==> src/rtl/pll_lock_ctrl.sv <==
// PLL40_CORE lock sequencer: drives RESETB/BYPASS/DYNAMICDELAY, qualifies LOCK,
// retries failed acquisitions and falls back to bypass when retries run out.
module pll_lock_ctrl #(
  parameter int unsigned  RESET_CYCLES   = 16,
  parameter int unsigned  LOCK_TIMEOUT   = 4096,
  parameter int unsigned  STABLE_CYCLES  = 256,
  parameter int unsigned  MAX_RETRIES    = 3,
  parameter int unsigned  SETTLE_CYCLES  = 64,
  parameter logic [7:0]   DELAY_INIT     = 8'h00,
  parameter bit           BYPASS_ON_FAIL = 1'b1,
  localparam int unsigned RETRY_W        = (MAX_RETRIES < 1) ? 1 : $clog2(MAX_RETRIES + 1)
) (
  input  logic               clk,
  input  logic               reset,
  input  logic               enable,
  input  logic               pll_lock,
  output logic               pll_resetb,
  output logic               pll_bypass,
  output logic [7:0]         pll_delay,
  input  logic               dly_valid,
  input  logic [7:0]         dly_data,
  output logic               dly_ready,
  output logic               clk_ok,
  output logic               fail,
  output logic [RETRY_W-1:0] retry_cnt,
  output logic [2:0]         state
);

  localparam int unsigned MAX_RW   = (RESET_CYCLES > LOCK_TIMEOUT) ? RESET_CYCLES : LOCK_TIMEOUT;
  localparam int unsigned MAX_SS   = (STABLE_CYCLES > SETTLE_CYCLES) ? STABLE_CYCLES : SETTLE_CYCLES;
  localparam int unsigned MAX_CNT  = (MAX_RW > MAX_SS) ? MAX_RW : MAX_SS;
  localparam int unsigned CNT_W    = (MAX_CNT < 2) ? 1 : $clog2(MAX_CNT + 1);

  localparam logic [CNT_W-1:0]   RST_LAST    = CNT_W'(RESET_CYCLES - 1);
  localparam logic [CNT_W-1:0]   WAIT_LAST   = CNT_W'(LOCK_TIMEOUT - 1);
  localparam logic [CNT_W-1:0]   STABLE_LAST = CNT_W'(STABLE_CYCLES - 1);
  localparam logic [CNT_W-1:0]   SETTLE_LAST = CNT_W'(SETTLE_CYCLES - 1);
  localparam logic [RETRY_W-1:0] RETRY_MAX   = RETRY_W'(MAX_RETRIES);

  typedef enum logic [2:0] {
    ST_IDLE   = 3'd0,
    ST_RST    = 3'd1,
    ST_WAIT   = 3'd2,
    ST_STABLE = 3'd3,
    ST_RUN    = 3'd4,
    ST_SETTLE = 3'd5,
    ST_FAIL   = 3'd6
  } state_e;

  state_e             state_q, state_d;
  logic [CNT_W-1:0]   cnt_q, cnt_d;
  logic [RETRY_W-1:0] retry_cnt_q, retry_cnt_d;
  logic [7:0]         pll_delay_q, pll_delay_d;
  logic               pll_resetb_q, pll_resetb_d;
  logic               pll_bypass_q, pll_bypass_d;
  logic               dly_ready_q, dly_ready_d;
  logic               clk_ok_q, clk_ok_d;
  logic               fail_q, fail_d;
  logic               sync1_q, lock_s_q;
  logic               failed_attempt;
  logic               dly_accept;
  logic               timed_state;

  // Next-state selection; enable low overrides everything, including a pending delay accept.
  always_comb begin
    state_d        = state_q;
    failed_attempt = 1'b0;
    dly_accept     = 1'b0;
    case (state_q)
      ST_IDLE: begin
        if (enable) state_d = ST_RST;
      end
      ST_RST: begin
        if (cnt_q == RST_LAST) state_d = ST_WAIT;
      end
      ST_WAIT: begin
        if (lock_s_q)                state_d        = ST_STABLE;
        else if (cnt_q == WAIT_LAST) failed_attempt = 1'b1;
      end
      ST_STABLE: begin
        if (!lock_s_q)                 failed_attempt = 1'b1;
        else if (cnt_q == STABLE_LAST) state_d        = ST_RUN;
      end
      ST_RUN: begin
        if (!lock_s_q) begin
          failed_attempt = 1'b1;
        end else if (dly_valid && dly_ready_q) begin
          dly_accept = 1'b1;
          state_d    = ST_SETTLE;
        end
      end
      ST_SETTLE: begin
        if (cnt_q == SETTLE_LAST) begin
          if (lock_s_q) state_d        = ST_RUN;
          else          failed_attempt = 1'b1;
        end
      end
      ST_FAIL: begin
        state_d = ST_FAIL;
      end
      default: begin
        state_d = ST_IDLE;
      end
    endcase

    if (failed_attempt) begin
      state_d = (retry_cnt_q == RETRY_MAX) ? ST_FAIL : ST_RST;
    end
    if (!enable) begin
      state_d    = ST_IDLE;
      dly_accept = 1'b0;
    end
  end

  // Shared timer: runs only in timed states, cleared whenever the state changes.
  always_comb begin
    timed_state = (state_q == ST_RST) || (state_q == ST_WAIT) ||
                  (state_q == ST_STABLE) || (state_q == ST_SETTLE);
    cnt_d = cnt_q;
    if (state_d != state_q) cnt_d = '0;
    else if (timed_state)   cnt_d = cnt_q + CNT_W'(1);
  end

  // Retry bookkeeping and delay register.
  always_comb begin
    retry_cnt_d = retry_cnt_q;
    if ((state_d == ST_IDLE) || (state_d == ST_RUN)) begin
      retry_cnt_d = '0;
    end else if (failed_attempt && (retry_cnt_q != RETRY_MAX)) begin
      retry_cnt_d = retry_cnt_q + RETRY_W'(1);
    end

    pll_delay_d = pll_delay_q;
    if (dly_accept) pll_delay_d = dly_data;
  end

  // Outputs decoded from the next state so they are valid in the first cycle of each state.
  always_comb begin
    pll_resetb_d = 1'b0;
    pll_bypass_d = 1'b0;
    dly_ready_d  = 1'b0;
    clk_ok_d     = 1'b0;
    fail_d       = 1'b0;
    case (state_d)
      ST_WAIT, ST_STABLE, ST_SETTLE: begin
        pll_resetb_d = 1'b1;
      end
      ST_RUN: begin
        pll_resetb_d = 1'b1;
        dly_ready_d  = 1'b1;
        clk_ok_d     = 1'b1;
      end
      ST_FAIL: begin
        pll_bypass_d = BYPASS_ON_FAIL;
        fail_d       = 1'b1;
      end
      default: begin
        pll_resetb_d = 1'b0;
      end
    endcase
  end

  always_ff @(posedge clk) begin
    if (reset) begin
      sync1_q      <= 1'b0;
      lock_s_q     <= 1'b0;
      state_q      <= ST_IDLE;
      cnt_q        <= '0;
      retry_cnt_q  <= '0;
      pll_delay_q  <= DELAY_INIT;
      pll_resetb_q <= 1'b0;
      pll_bypass_q <= 1'b0;
      dly_ready_q  <= 1'b0;
      clk_ok_q     <= 1'b0;
      fail_q       <= 1'b0;
    end else begin
      sync1_q      <= pll_lock;
      lock_s_q     <= sync1_q;
      state_q      <= state_d;
      cnt_q        <= cnt_d;
      retry_cnt_q  <= retry_cnt_d;
      pll_delay_q  <= pll_delay_d;
      pll_resetb_q <= pll_resetb_d;
      pll_bypass_q <= pll_bypass_d;
      dly_ready_q  <= dly_ready_d;
      clk_ok_q     <= clk_ok_d;
      fail_q       <= fail_d;
    end
  end

  assign pll_resetb = pll_resetb_q;
  assign pll_bypass = pll_bypass_q;
  assign pll_delay  = pll_delay_q;
  assign dly_ready  = dly_ready_q;
  assign clk_ok     = clk_ok_q;
  assign fail       = fail_q;
  assign retry_cnt  = retry_cnt_q;
  assign state      = state_q;

endmodule
==> config.mk <==
export PLATFORM = sky130hd
export DESIGN_NAME = pll_lock_ctrl
export DESIGN_NICKNAME = d
export VERILOG_FILES = /design/src/rtl/pll_lock_ctrl.sv
export SDC_FILE = /design/constraint.sdc
export NUM_CORES = 1
export LEC_CHECK = 0
export ABC_AREA = 1
export CELL_PAD_IN_SITES_DETAIL_PLACEMENT = 0
export CELL_PAD_IN_SITES_GLOBAL_PLACEMENT = 1
export CORE_UTILIZATION = 41
export CTS_CLUSTER_DIAMETER = 40
export CTS_CLUSTER_SIZE = 16
export DETAILED_ROUTE_END_ITERATION = 12
export DONT_BUFFER_PORTS = 1
export PLACE_DENSITY = 0.85
export SLEW_MARGIN = 20
export SYNTH_ARGS = -nofsm -noshare
export SYNTH_HDL_FRONTEND = slang
export SYNTH_SLANG_ARGS = --single-unit
==> constraint.sdc <==
create_clock -name clk -period 1.8 [get_ports clk]
set_input_delay 0.18 -clock clk [delete_from_list [all_inputs] [get_ports clk]]
set_output_delay 0.18 -clock clk [all_outputs]
set_load 0.05 [all_outputs]
After elaboration in Yosys (flattened, before gate mapping) --
Cells that the tools add are included.
Storage, ports and cells: flip-flop bits (word level) 31, latch bits 0, RAM bits 0, ROM bits 0, input bits 13, word-level logic and storage cells 65, memories 0
Operators by class: add/sub/neg operators 2, multipliers 0, div/mod/pow operators 0, magnitude comparators 0, equality and inequality tests 18, shift-type cells 0, muxes and demuxes 24, bitwise operators 0, reduce and logical (&&, ||, !) cells 12
Operators by type and width (count):
- 3-bit 2-to-1 mux | 11
- 3-bit case mux with 7 select lines | 1
- 3-bit equality test, second input constant | 6
- 13-bit by 1-bit adder with 13-bit output, second input constant | 1
- 13-bit by 12-bit equality test with 1-bit output, second input constant | 1
- 13-bit by 4-bit equality test with 1-bit output, second input constant | 1
- 13-bit by 6-bit equality test with 1-bit output, second input constant | 1
- 13-bit by 8-bit equality test with 1-bit output, second input constant | 1
- 3-bit by 2-bit equality test with 1-bit output, second input constant | 4
- 1-bit 2-to-1 mux | 11
- 3-bit zero test | 2
- 2-bit OR reduction | 3
- 1-bit logical OR | 4
- 4-bit OR reduction | 1
- 3-bit by 1-bit equality test with 1-bit output, second input constant | 1
- 3-bit != test | 1
- 1-bit case mux with 3 select lines | 1
- 2-bit by 1-bit adder with 2-bit output, second input constant | 1
- 2-bit equality test, second input constant | 1
- 1-bit logical AND | 2
- 2-bit != test, second input constant | 1

Logic depth before layout (Yosys ltp) --
word-level depth 9, gate-level depth with buffers 14

Least setup slack after synthesis --
Ideal clock, no wire load.
kind reg2reg, start point register state_q[0], in the netlist state[0], end point register cnt_q[0], library setup time 0.118 ns, data arrival time 1.953 ns, required time 1.682 ns, slack -0.271 ns, cell stages (with the launch flop) 13, path buffers 1, period minus slack after synthesis 2.071 ns, path through dfxtp_1 inv_1 nand3_1 nand2_1 inv_1 nand3_4 nand2_4 nand3_2 nand3_1 nand2_1 nand3_2 buf_6 nor3_2
On the way: longest elaborated chain between the ends 7
Ends and longest elaborated chain:
- from (decl) | line 50 | state_e state_q, state_d;
- from (signal assigned) | line 179 | state_q <= state_d;
- 3-bit by 2-bit equality test with 1-bit output (tied with other cells) | line 69, 118
- 2-bit OR reduction (no line) (tied with other cells)
- 1-bit case mux with 3 select lines / 3-bit case mux with 7 select lines (equally long branches) | line 69 | case (state_q)
- 3-bit 2-to-1 mux | line 106 | if (failed_attempt) begin
- 3-bit 2-to-1 mux | line 109 | if (!enable) begin
- 3-bit != test | line 120 | if (state_d != state_q) cnt_d = '0;
- 2-bit OR reduction (no line)
- to (signal assigned) | line 180 | cnt_q <= cnt_d;
- to (decl) | line 51 | logic [CNT_W-1:0] cnt_q, cnt_d;
Several ways; a longest one is shown, not always the timed one. A chain may end at the register's enable or synchronous reset.

Final worst setup path --
start point register cnt_q[0], end point register cnt_q[6]
On the way: longest elaborated chain between the ends 8
Ends and longest elaborated chain (line):
- 13-bit by 8-bit equality test with 1-bit output / 13-bit by 12-bit equality test with 1-bit output (equally long branches) | 82, 78
- 3-bit 2-to-1 mux / 1-bit 2-to-1 mux (equally long branches) | 82, 78
- 3-bit 2-to-1 mux / 1-bit 2-to-1 mux (equally long branches) | 81, 77
- 3-bit case mux with 7 select lines / 1-bit case mux with 3 select lines (equally long branches) | 69
- 3-bit 2-to-1 mux | 106
- 3-bit 2-to-1 mux | 109
- 3-bit != test | 120
- 2-bit OR reduction (no line)
Several ways; a longest one is shown, not always the timed one.

==> summary.md <==
| Metric | Value |
|---|---|
| Outcome | `finished with violations` |
| Failing checks | `setup timing` |
| Deepest clock path buffer count | `2` |
| Antenna violations before repair | `0` |
| Antenna-violating nets left | `0` |
| Clock Latency Late Sink | `0.28 ns` |
| Root buffer cell | `clkbuf_8` |
| Initial core utilization | `42.8%` |
| Syn_area_per_cell | `7.93 um2` |
| Hold Vio Cnt, Final | `0` |
| Post-route cell area | `2270 um2` |
| WS Path Type | `flip-flop to flip-flop` |
| Metal3 WL | `157 um` |
| Syn_nets | `231` |
| CTS clock-pin slew for the worst setup and hold paths | `0.07 ns` |
| Area after DPL | `1930 um2` |
| Complex-gate fraction of the synthesized area | `5.77%` |
| Placed insts | `285` |
| Hold depth | `2` |
| Non-filler cells, final | `303` |
| Max Fclk | `520 MHz` |
| Place WS | `-0.114 ns` |
| Slew @ Worst Pin | `0.526 ns` |
| Final setup fails | `15` |
| Largest cells by area after synthesis | `dfxtp_1 36%, nor2_1 7.5%, nand2_1 7.0%, nor3_2 6.4%, inv_1 4.8%` |
| Post-synthesis mux area share | `0.584%` |
| Row cnt | `23` |
| Routed WL | `3880 um` |
| Clock skew | `0.00562 ns` |
| Synth Area in XOR/XNOR | `5.11%` |
| Max Used Layer | `met4` |
| Crit-path max FO | `7` |
| Post-synthesis register bit count | `31` |
| Drt first pass iters | `5` |
| Total CTS buffers | `5` |
| Worst endpoint data arrival time | `2.14 ns` |
| Startpoint Class | `flip-flop` |
| Yosys warnings | `0` |
| Static leakage | `0.904 nW` |
| Clock sinks | `31` |
| Setup TNS Final | `-0.929 ns` |
| Synth area leader | `dfxtp_1` |
| Vias in the first global route | `1460` |
| Per-cell routed wire length | `12.8 um` |
| Buffers on Ports | `0` |
| DRT met1 WL | `1670 um` |
| Max Cap Viol | `0` |
| Reg2reg path depth | `12` |
| Max IR drop VDD | `0.674 mV` |
| Die ar. | `4440 um2` |
| Ant. Diodes | `0` |
| DIE HEIGHT | `66.6 um` |
| Hpwl dp | `2450 um` |
| Routed length on met2 | `2000 um` |
| RSZ-0062 raised after global routing | `true` |
| Share of cells above drive strength 1 | `37.9%` |
| Residual DRC count | `0` |
| Via-to-Cell Ratio | `4.93` |
| Final worst-path cycle share | `107%` |
| Htree depth | `2` |
| Critical Path RT | `2.01 ns` |
| Crit. End Element | `flip-flop` |
| Adder-cell share of the synthesized area | `1.46%` |
| PwrDens | `633 nW/um2` |
| CTS tree | `yes` |
| Area of the multi-input gates | `1080 um2` |
| Min Tclk post-route | `1.92 ns` |
| Synth Instances | `216` |
| Synth Cell Area | `1710 um2` |
| Final slew viol count | `0` |
| Core Region | `4000 um2` |
| Synth cell types | `29` |
| Largest family of logic cells by synthesized area | `simple AND/OR/NAND/NOR gates` |
| Simple-Gate Fraction of Synth Area | `42.6%` |
| Tot GR Track Use | `19.1%` |
| GP Congestion | `0.794` |
| Share of the synthesized area in the top cell type | `36.2%` |
| I/O pin count | `31` |
| Area grow syn2layout | `32.4%` |
| Filler cells | `349` |
| Die width | `66.6 um` |
| Initial DRC count | `40` |
| Largest net degree at the start of global routing | `12` |
| Type of the worst min-delay path | `input pin to flip-flop` |
| Register area | `627 um2` |
| Overflow after GRT | `0` |
| Final Worst Setup Slack | `-0.124 ns` |
| Layout Nets | `267` |
| Sequential area share after synthesis | `36.2%` |
| Via count | `1494` |
| Slew HR | `64.9%` |
| Global-route wire length before repair | `6220 um` |
synth_stat cells (all sizes together):
cell type and instances:
nand4 5, o21ai 12, mux2i 1, buf 5, a21oi 4, xnor2 3, nand3 22, ha 2
xor2 7, nor3b 1, a211oi 1, or2 1, nand2 40, dfxtp 31, nor3 18, nor2 38
inv 25
final timing paths:
check,from,end,slack [ns]
worst max-delay path,cnt_q[0],cnt_q[6],-0.12
worst min-delay path,dly_data[4],pll_delay[4],0.06
worst max register to register,cnt_q[0],cnt_q[6],-0.12
worst min register to register,sync1_q,lock_s_q,0.41
state kept, by name, summed over array words and instances (netlist names):
register    count
pll_resetb      1
state           3
sync1_q         1
pll_delay       8
fail            1
lock_s_q        1
retry_cnt       2
clk_ok          1
cnt_q          13
worst max-delay path, stage by stage, from the launching register on:
cell,delay [ns]
dfxtp_2,0.35
ha_4,0.15
nand3_4,0.11
nor3_4,0.20
nand2_2,0.09
nand3_4,0.11
nand2_4,0.09
nand3_2,0.09
nand3_2,0.08
nand2_1,0.11
nand3_4,0.12
buf_12,0.17
nor3_4,0.16
final cells by class:
cell class	count	area share, %
clock buffer	7	4.25
timing repair buffer	33	13.2
tap	50	2.76
multi-input combinational	156	47.5
sequential	31	27.6
clock inverter	1	0.331
inverter	25	4.25
timing repair:
item                                    in CTS  in global routing
pin swaps                                    6                  3
endpoints found under the setup margin      15                 18
resized for setup                           19                 12
buffers inserted                             5                  1
hold buffers                                 2                  0
hold endpoints to repair                     8                  0
gates cloned                                 2                  0
cell usage in the layout (no fill, tap or decap), types with 2 or more instances in the layout:
cell           Yosys  final
nor2_1            34     32
nand2_1           32     29
dfxtp_1           31     26
buf_4              3     25
inv_1             22     22
nor3_2            11     14
nand3_1           13     11
o21ai_0           11     11
nand3_4            4      8
xor2_1             7      7
clkbuf_8           0      7
nand2_4            3      6
nand2_2            5      5
nand4_1            5      5
dfxtp_2            0      5
nor2_2             3      4
nand3_2            5      4
buf_6              2      4
a21oi_1            4      3
xnor2_1            3      3
nor3_4             1      2
nor2_4             1      2
inv_2              2      2
nor3_1             6      2
dlygate4sd3_1      0      2
cell families (layout without fill, tap and decap cells):
| logic type | Yosys count | after routing |
|---|---|---|
| simple gates | 125 | 126 |
| flops | 31 | 31 |
| buf+inv | 30 | 66 |
| compound gates | 17 | 17 |
| xor+xnor | 10 | 10 |
| fa+ha+maj | 2 | 2 |
| mux | 1 | 1 |
per-stage QoR:
stage          power (mW)  util, %  hold WS (ns)
5_1_grt              1.48     56.7        0.0650
6_report             1.44     56.7        0.0627
3_3_place_gp        0.806     48.2         0.247
3_5_place_dp        0.806     48.2         0.247
4_1_cts              1.44     55.2        0.0570
2_1_floorplan       0.779        -         0.287
metal layers:
layer	vias up	GRT usage, %
met3	4	4.97
met2	34	33.0
met4	0	9.31
met5	-	0
met1	686	21.5
li1	770	-
where the power goes:
part           switching (mW)  internal [mW]  total, mW  leakage [nW]
clock network           0.262          0.347      0.609        0.0505
registers             0.00419          0.691      0.695         0.253
logic                  0.0760         0.0562      0.132         0.601
total                   0.342           1.09       1.44         0.904
(Power assumes the default switching activity.)
